<file path="src/rtl/uart_tx_arbiter.sv">
// uart_tx_arbiter: round-robin, burst-locked sharing of one UART transmitter among NUM_REQ requesters.
// Optional watchdog abort is built in when UART_TX_ARB_TIMEOUT_EN is defined.
module uart_tx_arbiter #(
    parameter int unsigned NUM_REQ = 2,
    parameter int unsigned IDX_W   = 3,
    parameter int unsigned TIMEOUT = 65535
) (
    input  logic                 clk,
    input  logic                 rst,
    input  logic [NUM_REQ-1:0]   req_valid,
    input  logic [8*NUM_REQ-1:0] req_data,
    input  logic [NUM_REQ-1:0]   req_last,
    output logic [NUM_REQ-1:0]   req_ready,
    output logic [NUM_REQ-1:0]   grant,
    output logic                 tx_en,
    output logic                 tx_start,
    output logic [7:0]           tx_data,
    input  logic                 tx_busy,
    output logic                 arb_busy,
    output logic                 abort
);
    localparam int unsigned SEL_W = (NUM_REQ > 1) ? $clog2(NUM_REQ) : 1;

    if ((2**IDX_W) < NUM_REQ || TIMEOUT > 65535) begin : g_param_check
        $error("uart_tx_arbiter: IDX_W too narrow for NUM_REQ or TIMEOUT exceeds 16 bits");
    end

    typedef enum logic [2:0] {
        IDLE,
        FETCH,
        START,
        WAIT_BUSY_HI,
        WAIT_BUSY_LO
    } state_t;

    state_t             state_q, state_d;
    logic [NUM_REQ-1:0] grant_q, grant_d;
    logic [IDX_W-1:0]   gidx_q, gidx_d;
    logic [IDX_W-1:0]   rr_q, rr_d, rr_next;
    logic [7:0]         tx_data_q, tx_data_d;
    logic               last_q, last_d;
    logic               pick_found;
    logic [IDX_W-1:0]   pick_idx;
    int unsigned        cand;
    logic [7:0]         data_arr [NUM_REQ];
    logic [SEL_W-1:0]   gsel;
    logic               g_valid, g_last;
    logic               timeout;

    for (genvar i = 0; i < NUM_REQ; i++) begin : g_split
        assign data_arr[i] = req_data[8*i +: 8];
    end

    assign gsel    = SEL_W'(gidx_q);
    assign g_valid = req_valid[gsel];
    assign g_last  = req_last[gsel];
    assign rr_next = (gidx_q == IDX_W'(NUM_REQ - 1)) ? '0 : gidx_q + IDX_W'(1);

    // First valid requester scanning upward from rr_q with wrap-around.
    always_comb begin
        pick_found = 1'b0;
        pick_idx   = '0;
        cand       = '0;
        for (int unsigned off = 0; off < NUM_REQ; off++) begin
            cand = 32'(rr_q) + off;
            if (cand >= NUM_REQ) cand = cand - NUM_REQ;
            if (!pick_found && req_valid[SEL_W'(cand)]) begin
                pick_found = 1'b1;
                pick_idx   = IDX_W'(cand);
            end
        end
    end

`ifdef UART_TX_ARB_TIMEOUT_EN
    logic [15:0] cnt_q, cnt_d;
    logic        counting;

    assign counting = (state_q == FETCH) || (state_q == WAIT_BUSY_HI) || (state_q == WAIT_BUSY_LO);
    assign timeout  = counting && (cnt_q == 16'(TIMEOUT));

    always_comb begin
        cnt_d = '0;
        if (state_d == state_q && counting) cnt_d = cnt_q + 16'd1;
    end

    always_ff @(posedge clk or posedge rst) begin
        if (rst) cnt_q <= '0;
        else     cnt_q <= cnt_d;
    end
`else
    assign timeout = 1'b0;
`endif

    always_ff @(posedge clk or posedge rst) begin
        if (rst) begin
            state_q   <= IDLE;
            grant_q   <= '0;
            gidx_q    <= '0;
            rr_q      <= '0;
            tx_data_q <= '0;
            last_q    <= 1'b0;
        end else begin
            state_q   <= state_d;
            grant_q   <= grant_d;
            gidx_q    <= gidx_d;
            rr_q      <= rr_d;
            tx_data_q <= tx_data_d;
            last_q    <= last_d;
        end
    end

    always_comb begin
        state_d   = state_q;
        grant_d   = grant_q;
        gidx_d    = gidx_q;
        rr_d      = rr_q;
        tx_data_d = tx_data_q;
        last_d    = last_q;
        case (state_q)
            IDLE: if (pick_found) begin
                grant_d = NUM_REQ'(1) << pick_idx;
                gidx_d  = pick_idx;
                state_d = FETCH;
            end
            FETCH: if (g_valid) begin
                tx_data_d = data_arr[gsel];
                last_d    = g_last;
                state_d   = START;
            end
            START:        state_d = WAIT_BUSY_HI;
            WAIT_BUSY_HI: if (tx_busy) state_d = WAIT_BUSY_LO;
            WAIT_BUSY_LO: if (!tx_busy) begin
                if (last_q) begin
                    grant_d = '0;
                    rr_d    = rr_next;
                    state_d = IDLE;
                end else begin
                    state_d = FETCH;
                end
            end
            default: state_d = IDLE;
        endcase
        // Watchdog abort drops any byte being fetched and skips the stalled requester.
        if (timeout) begin
            state_d   = IDLE;
            grant_d   = '0;
            rr_d      = rr_next;
            tx_data_d = tx_data_q;
            last_d    = last_q;
        end
    end

    always_comb begin
        req_ready = '0;
        tx_en     = 1'b0;
        tx_start  = 1'b0;
        case (state_q)
            FETCH: req_ready = timeout ? '0 : grant_q;
            START: begin
                tx_en    = 1'b1;
                tx_start = 1'b1;
            end
            WAIT_BUSY_HI: begin
                tx_en    = !timeout;
                tx_start = !timeout;
            end
            WAIT_BUSY_LO: tx_en = !timeout;
            default: ;
        endcase
    end

    assign grant    = grant_q;
    assign tx_data  = tx_data_q;
    assign arb_busy = (state_q != IDLE);
    assign abort    = timeout;

endmodule

</file>
<file path="config.mk">
export PLATFORM = sky130hd
export DESIGN_NAME = uart_tx_arbiter
export DESIGN_NICKNAME = d
export VERILOG_FILES = /design/src/rtl/uart_tx_arbiter.sv
export SDC_FILE = /design/constraint.sdc
export NUM_CORES = 1
export LEC_CHECK = 0
export CORE_MARGIN = 3
export CORE_UTILIZATION = 30
export DETAILED_ROUTE_END_ITERATION = 10
export GPL_ROUTABILITY_DRIVEN = 0
export PLACE_DENSITY = 0.56
export SLEW_MARGIN = 40
export SYNTH_ARGS = -nofsm -noshare
export SYNTH_HDL_FRONTEND = slang
export SYNTH_SLANG_ARGS = --single-unit
</file>
<file path="constraint.sdc">
create_clock -name clk -period 4.9 [get_ports clk]
set_clock_uncertainty 0.15 [all_clocks]
set_input_delay 0.49 -clock clk [delete_from_list [all_inputs] [get_ports clk]]
set_output_delay 0.49 -clock clk [all_outputs]
set_load 0.005 [all_outputs]
</file>
==> results.txt <==
The worst hold path begins at tx_data[5]$_DFFE_PP0P_. In this run the critical register-to-register path is launched from gidx_q[0]$_DFFE_PP0P_. Setup repair after global routing left no endpoint under its margin. The die covers 0.005404 mm^2. The count of pins over their slew limit is 0. The total length of routed wires came out at 2941 um. The analysis attributes to cell leakage a power of 0.7042 nW.

In this run the most used layer during global routing was met2. The share of Yosys cell area claimed by the top area cell type was 36.60%. The number of storage elements in the synthesis netlist was 20; the met2 track utilization from global routing was 18.11%. The layout has 406 filler cells. TritonCTS built the clock tree. The number of global-route vias before repair is 1087. Entering global routing, the biggest net connects 21 pins. Global routing consumed, on the met1 layer, 16.99% of the routing resources. The worst register-to-register path has a setup slack of 2730 ps. The run gives 0 as the count of final setup violators.

The worst-path cell with the longest stage delay is sky130_fd_sc_hd__dfrtp_1. At the end of the flow, the number of nets in the layout was 204. In this run, the number of DRC markers left after iteration 0 of detailed routing was 45. Detailed-route via count: 1131. The async set or reset register ratio after synthesis was 100.0%.

Sequential cells were found to cover 36.60% of the synthesized design area. The run gives 0 ps as the final sum of negative setup slack. The synthesized netlist occupies a cell area of 0.001368 mm^2. In this run the tool buffered the top-level ports with 37 buffer cells. The worst register-to-register path has a depth of 4.

The floorplan has 23 rows. The tools report the kind of capture point of the worst setup path as an output pin. The number of enable flip-flop cells after synthesis is 0. The type of the tightest min-delay check is register to register.

The core region is 0.004202 mm^2. After synthesis, the cell types taking the most area are sky130_fd_sc_hd__dfrtp_1, sky130_fd_sc_hd__mux2i_1, sky130_fd_sc_hd__a21oi_2. Relative to the synthesized area, the layout overhead comes to 28.91%. Initial antenna violation count: 0. The post-CTS repair timing setup buffer count came out at 0. The critical path class is register to output pin.

The clock network latency to the later pin of the worst-skew pair is 250 ps, and the arrival time of data at the critical path endpoint is 1790 ps. Counting every net in the synthesized netlist gives 171. The tools report the clock tree buffer depth as 2.

Transition time of the tightest slew-check pin: 789.7 ps. The most area-hungry cell type in the Yosys netlist is sky130_fd_sc_hd__dfrtp_1. The commonest register cell after synthesis was sky130_fd_sc_hd__dfrtp_1. In this run the tightest slew margin relative to its limit is 47.35%. In this run the power density over the cells is 555.8 mW/mm^2. Required time of the worst setup path: 4260 ps. The per-cell via count in the routed design was 5.049. The tools report the antenna violation net count after detailed routing as 0. STA classifies the critical path startpoint as a register. The cell sitting at the root of the clock tree is a sky130_fd_sc_hd__clkbuf_8. The tools report the end-of-flow core utilization as 41.96%. Worst-case hold path end point: tx_data[5]$_DFFE_PP0P_. The tool flagged a number of max-cap violations equal to 0. On the worst path, the slowest cell contributes a delay of 490 ps. The number of H-tree levels is 1. The number of standard cells after synthesis is 143. Once the floorplan was initialized, standard cells occupied 32.55% of the core. Summed over all layers, the global routing overflow is 0.

The flow ran to the end, and the final reports show no timing, DRC or antenna violations. For this design the top-level I/O count stands at 39. The critical path starts at state_q[2]$_DFFE_PP0P_.

Walking the worst path, the cells encountered are nor3_2, inv_1, clkdlybuf4s50_1. The run gives 3 as the total CTS buffers. The average footprint of a synthesized cell is 9.563 um^2. The final number of hold-violating endpoints was 0; the synthesis warning total was 0. The run gives 0.2492 mV as the maximum vdd ir drop. Before antenna repair, the detailed router went through 4 iterations. Once the clock tree was built, the resizer swapped 0 gates to a different size. For this run, the total global-route usage over all layers was measured as 12.09%. The fraction of the cycle the final worst path needs is 49.65%. After detailed routing, the average wire length per cell comes to 13.13 um. The count of antenna diodes in the layout is 0, and the CTS clock-pin slew for the worst setup and hold paths is 70 ps. In this run the vertical extent of the chip is 73.52 um.

The largest fanout on the critical path is 10. After detailed routing, the number of remaining DRC violations is 0. Of the cells placed in the final design, the portion with a size suffix greater than 1 is 11.49%. In this run the critical register-to-register path is captured at tx_data[4]$_DFFE_PP0P_.

Global routing consumed, on the met3 layer, 2.736% of the routing resources. The first global-routing pass estimated 5188 um of wire. The final critical-path required period works out to 2433 ps. The number of hold buffers added after CTS was 0. Along the worst hold path, the cell count comes to 2. The fmax came out at 0.4110 GHz. The HPWL reported at the end of detailed placement was 2303 um. The clock drives 20 sinks. Measured along the x axis, the die boundary spans 73.52 um. The distinct cell type count after synthesis was 42.
## metrics by stage
step                hold WS [ps]  setup WS [ps]  std cells  cell area, um^2  total power, W
CTS                        381.8           2469        224             1763       0.0009915
detailed placement         365.1           2332        221             1722       0.0008808
floorplan                  303.8           3005        143             1368       0.0007058
global route               411.5           2350        224             1763        0.001071
finish                     375.5           2467        224             1763       0.0009799
global placement           359.1           2380        221             1722       0.0008675
## cells in the mapped netlist (2+ instances only)
cell,number
sky130_fd_sc_hd__xnor2_1,3
sky130_fd_sc_hd__o311ai_2,2
sky130_fd_sc_hd__inv_1,9
sky130_fd_sc_hd__nor2b_1,2
sky130_fd_sc_hd__nor3_1,2
sky130_fd_sc_hd__or2b_1,2
sky130_fd_sc_hd__buf_6,5
sky130_fd_sc_hd__mux2i_1,10
sky130_fd_sc_hd__nand3b_1,2
sky130_fd_sc_hd__ha_1,5
sky130_fd_sc_hd__a21oi_2,10
sky130_fd_sc_hd__a21oi_1,6
sky130_fd_sc_hd__nor2_1,13
sky130_fd_sc_hd__nand3_1,3
sky130_fd_sc_hd__a2111oi_0,2
sky130_fd_sc_hd__nand2_1,10
sky130_fd_sc_hd__o31ai_1,3
sky130_fd_sc_hd__buf_2,3
sky130_fd_sc_hd__dfrtp_1,20
sky130_fd_sc_hd__o21ai_0,6
sky130_fd_sc_hd__and2_1,3
sky130_fd_sc_hd__nor4_1,2
## worst max-delay path: cells and delay by family, from the launching register on
| kind | cells | cell delay (ps) |
|---|---|---|
| buffers and inverters | 2 | 700 |
| DFF | 1 | 490 |
| and+or+nand+nor | 1 | 350 |
## how the worst max path moves through the flow
stage                                   endpoint  slack [ps]  cells past startpoint
after floorplan             grant[1]$_DFFE_PP0P_        3010                      7
after global placement    tx_data[2]$_DFFE_PP0P_        2380                      5
after detailed placement  tx_data[4]$_DFFE_PP0P_        2330                      5
after CTS                               arb_busy        2470                      3
after global routing                    arb_busy        2350                      3
final                                   arb_busy        2470                      3
## power breakdown
part	leakage [nW]	total, W	internal [W]	switching (W)
Sequential	0.234	0.000349	0.000240	0.000109
Clock	0.0216	0.000103	0.0000546	0.0000486
Combinational	0.449	0.000528	0.000277	0.000251
## registers in the layout (all words and copies together) (netlist names)
name	flops
gidx_q	3
tx_data	8
last_q	1
grant	2
state_q	3
rr_q	3
## metal layers
| metal | vias to the layer above | share of wire (%) | wire, um |
|---|---|---|---|
| met3 | 4 | 5.7 | 167 |
| met2 | 39 | 46 | 1363 |
| li1 | 566 | - | - |
| met5 | - | 0 | 0 |
| met1 | 522 | 47 | 1377 |
| met4 | 0 | 1.1 | 33 |
## kinds of logic after synthesis
kind of cell	synth area share, %
AO/OA/AOI/OAI	20.68
flip-flops	36.60
AND/OR/NAND/NOR	18.66
buffers and inverters	8.234
adder cells (fa/ha/maj)	4.575
XOR/XNOR	2.562
multiplexers	8.417
other	0.2742
## layout by cell type, fill, tap and decap left out, types with 2 or more instances in the layout
cell	instances
sky130_fd_sc_hd__a2111oi_0	2
sky130_fd_sc_hd__a21oi_1	6
sky130_fd_sc_hd__a21oi_2	10
sky130_fd_sc_hd__and2_1	3
sky130_fd_sc_hd__clkbuf_8	3
sky130_fd_sc_hd__clkdlybuf4s50_1	37
sky130_fd_sc_hd__dfrtp_1	20
sky130_fd_sc_hd__ha_1	5
sky130_fd_sc_hd__inv_1	8
sky130_fd_sc_hd__mux2i_1	10
sky130_fd_sc_hd__nand2_1	10
sky130_fd_sc_hd__nand3_1	3
sky130_fd_sc_hd__nand3b_1	2
sky130_fd_sc_hd__nor2_1	13
sky130_fd_sc_hd__nor2b_1	2
sky130_fd_sc_hd__nor3_1	2
sky130_fd_sc_hd__nor4_1	2
sky130_fd_sc_hd__o21ai_0	6
sky130_fd_sc_hd__o311ai_2	2
sky130_fd_sc_hd__o31ai_1	3
sky130_fd_sc_hd__or2b_1	2
sky130_fd_sc_hd__xnor2_1	3
## area by class of cell
type | instances | area [um^2] | area share [%]
multi-input cells | 105 | 754.5 | 42.80
repair buffers | 37 | 370.4 | 21.01
inverters | 9 | 33.78 | 1.916
flip-flops and latches | 20 | 500.5 | 28.39
well taps | 50 | 62.56 | 3.549
clock buffers | 3 | 41.29 | 2.342
(Power assumes the default switching activity.)
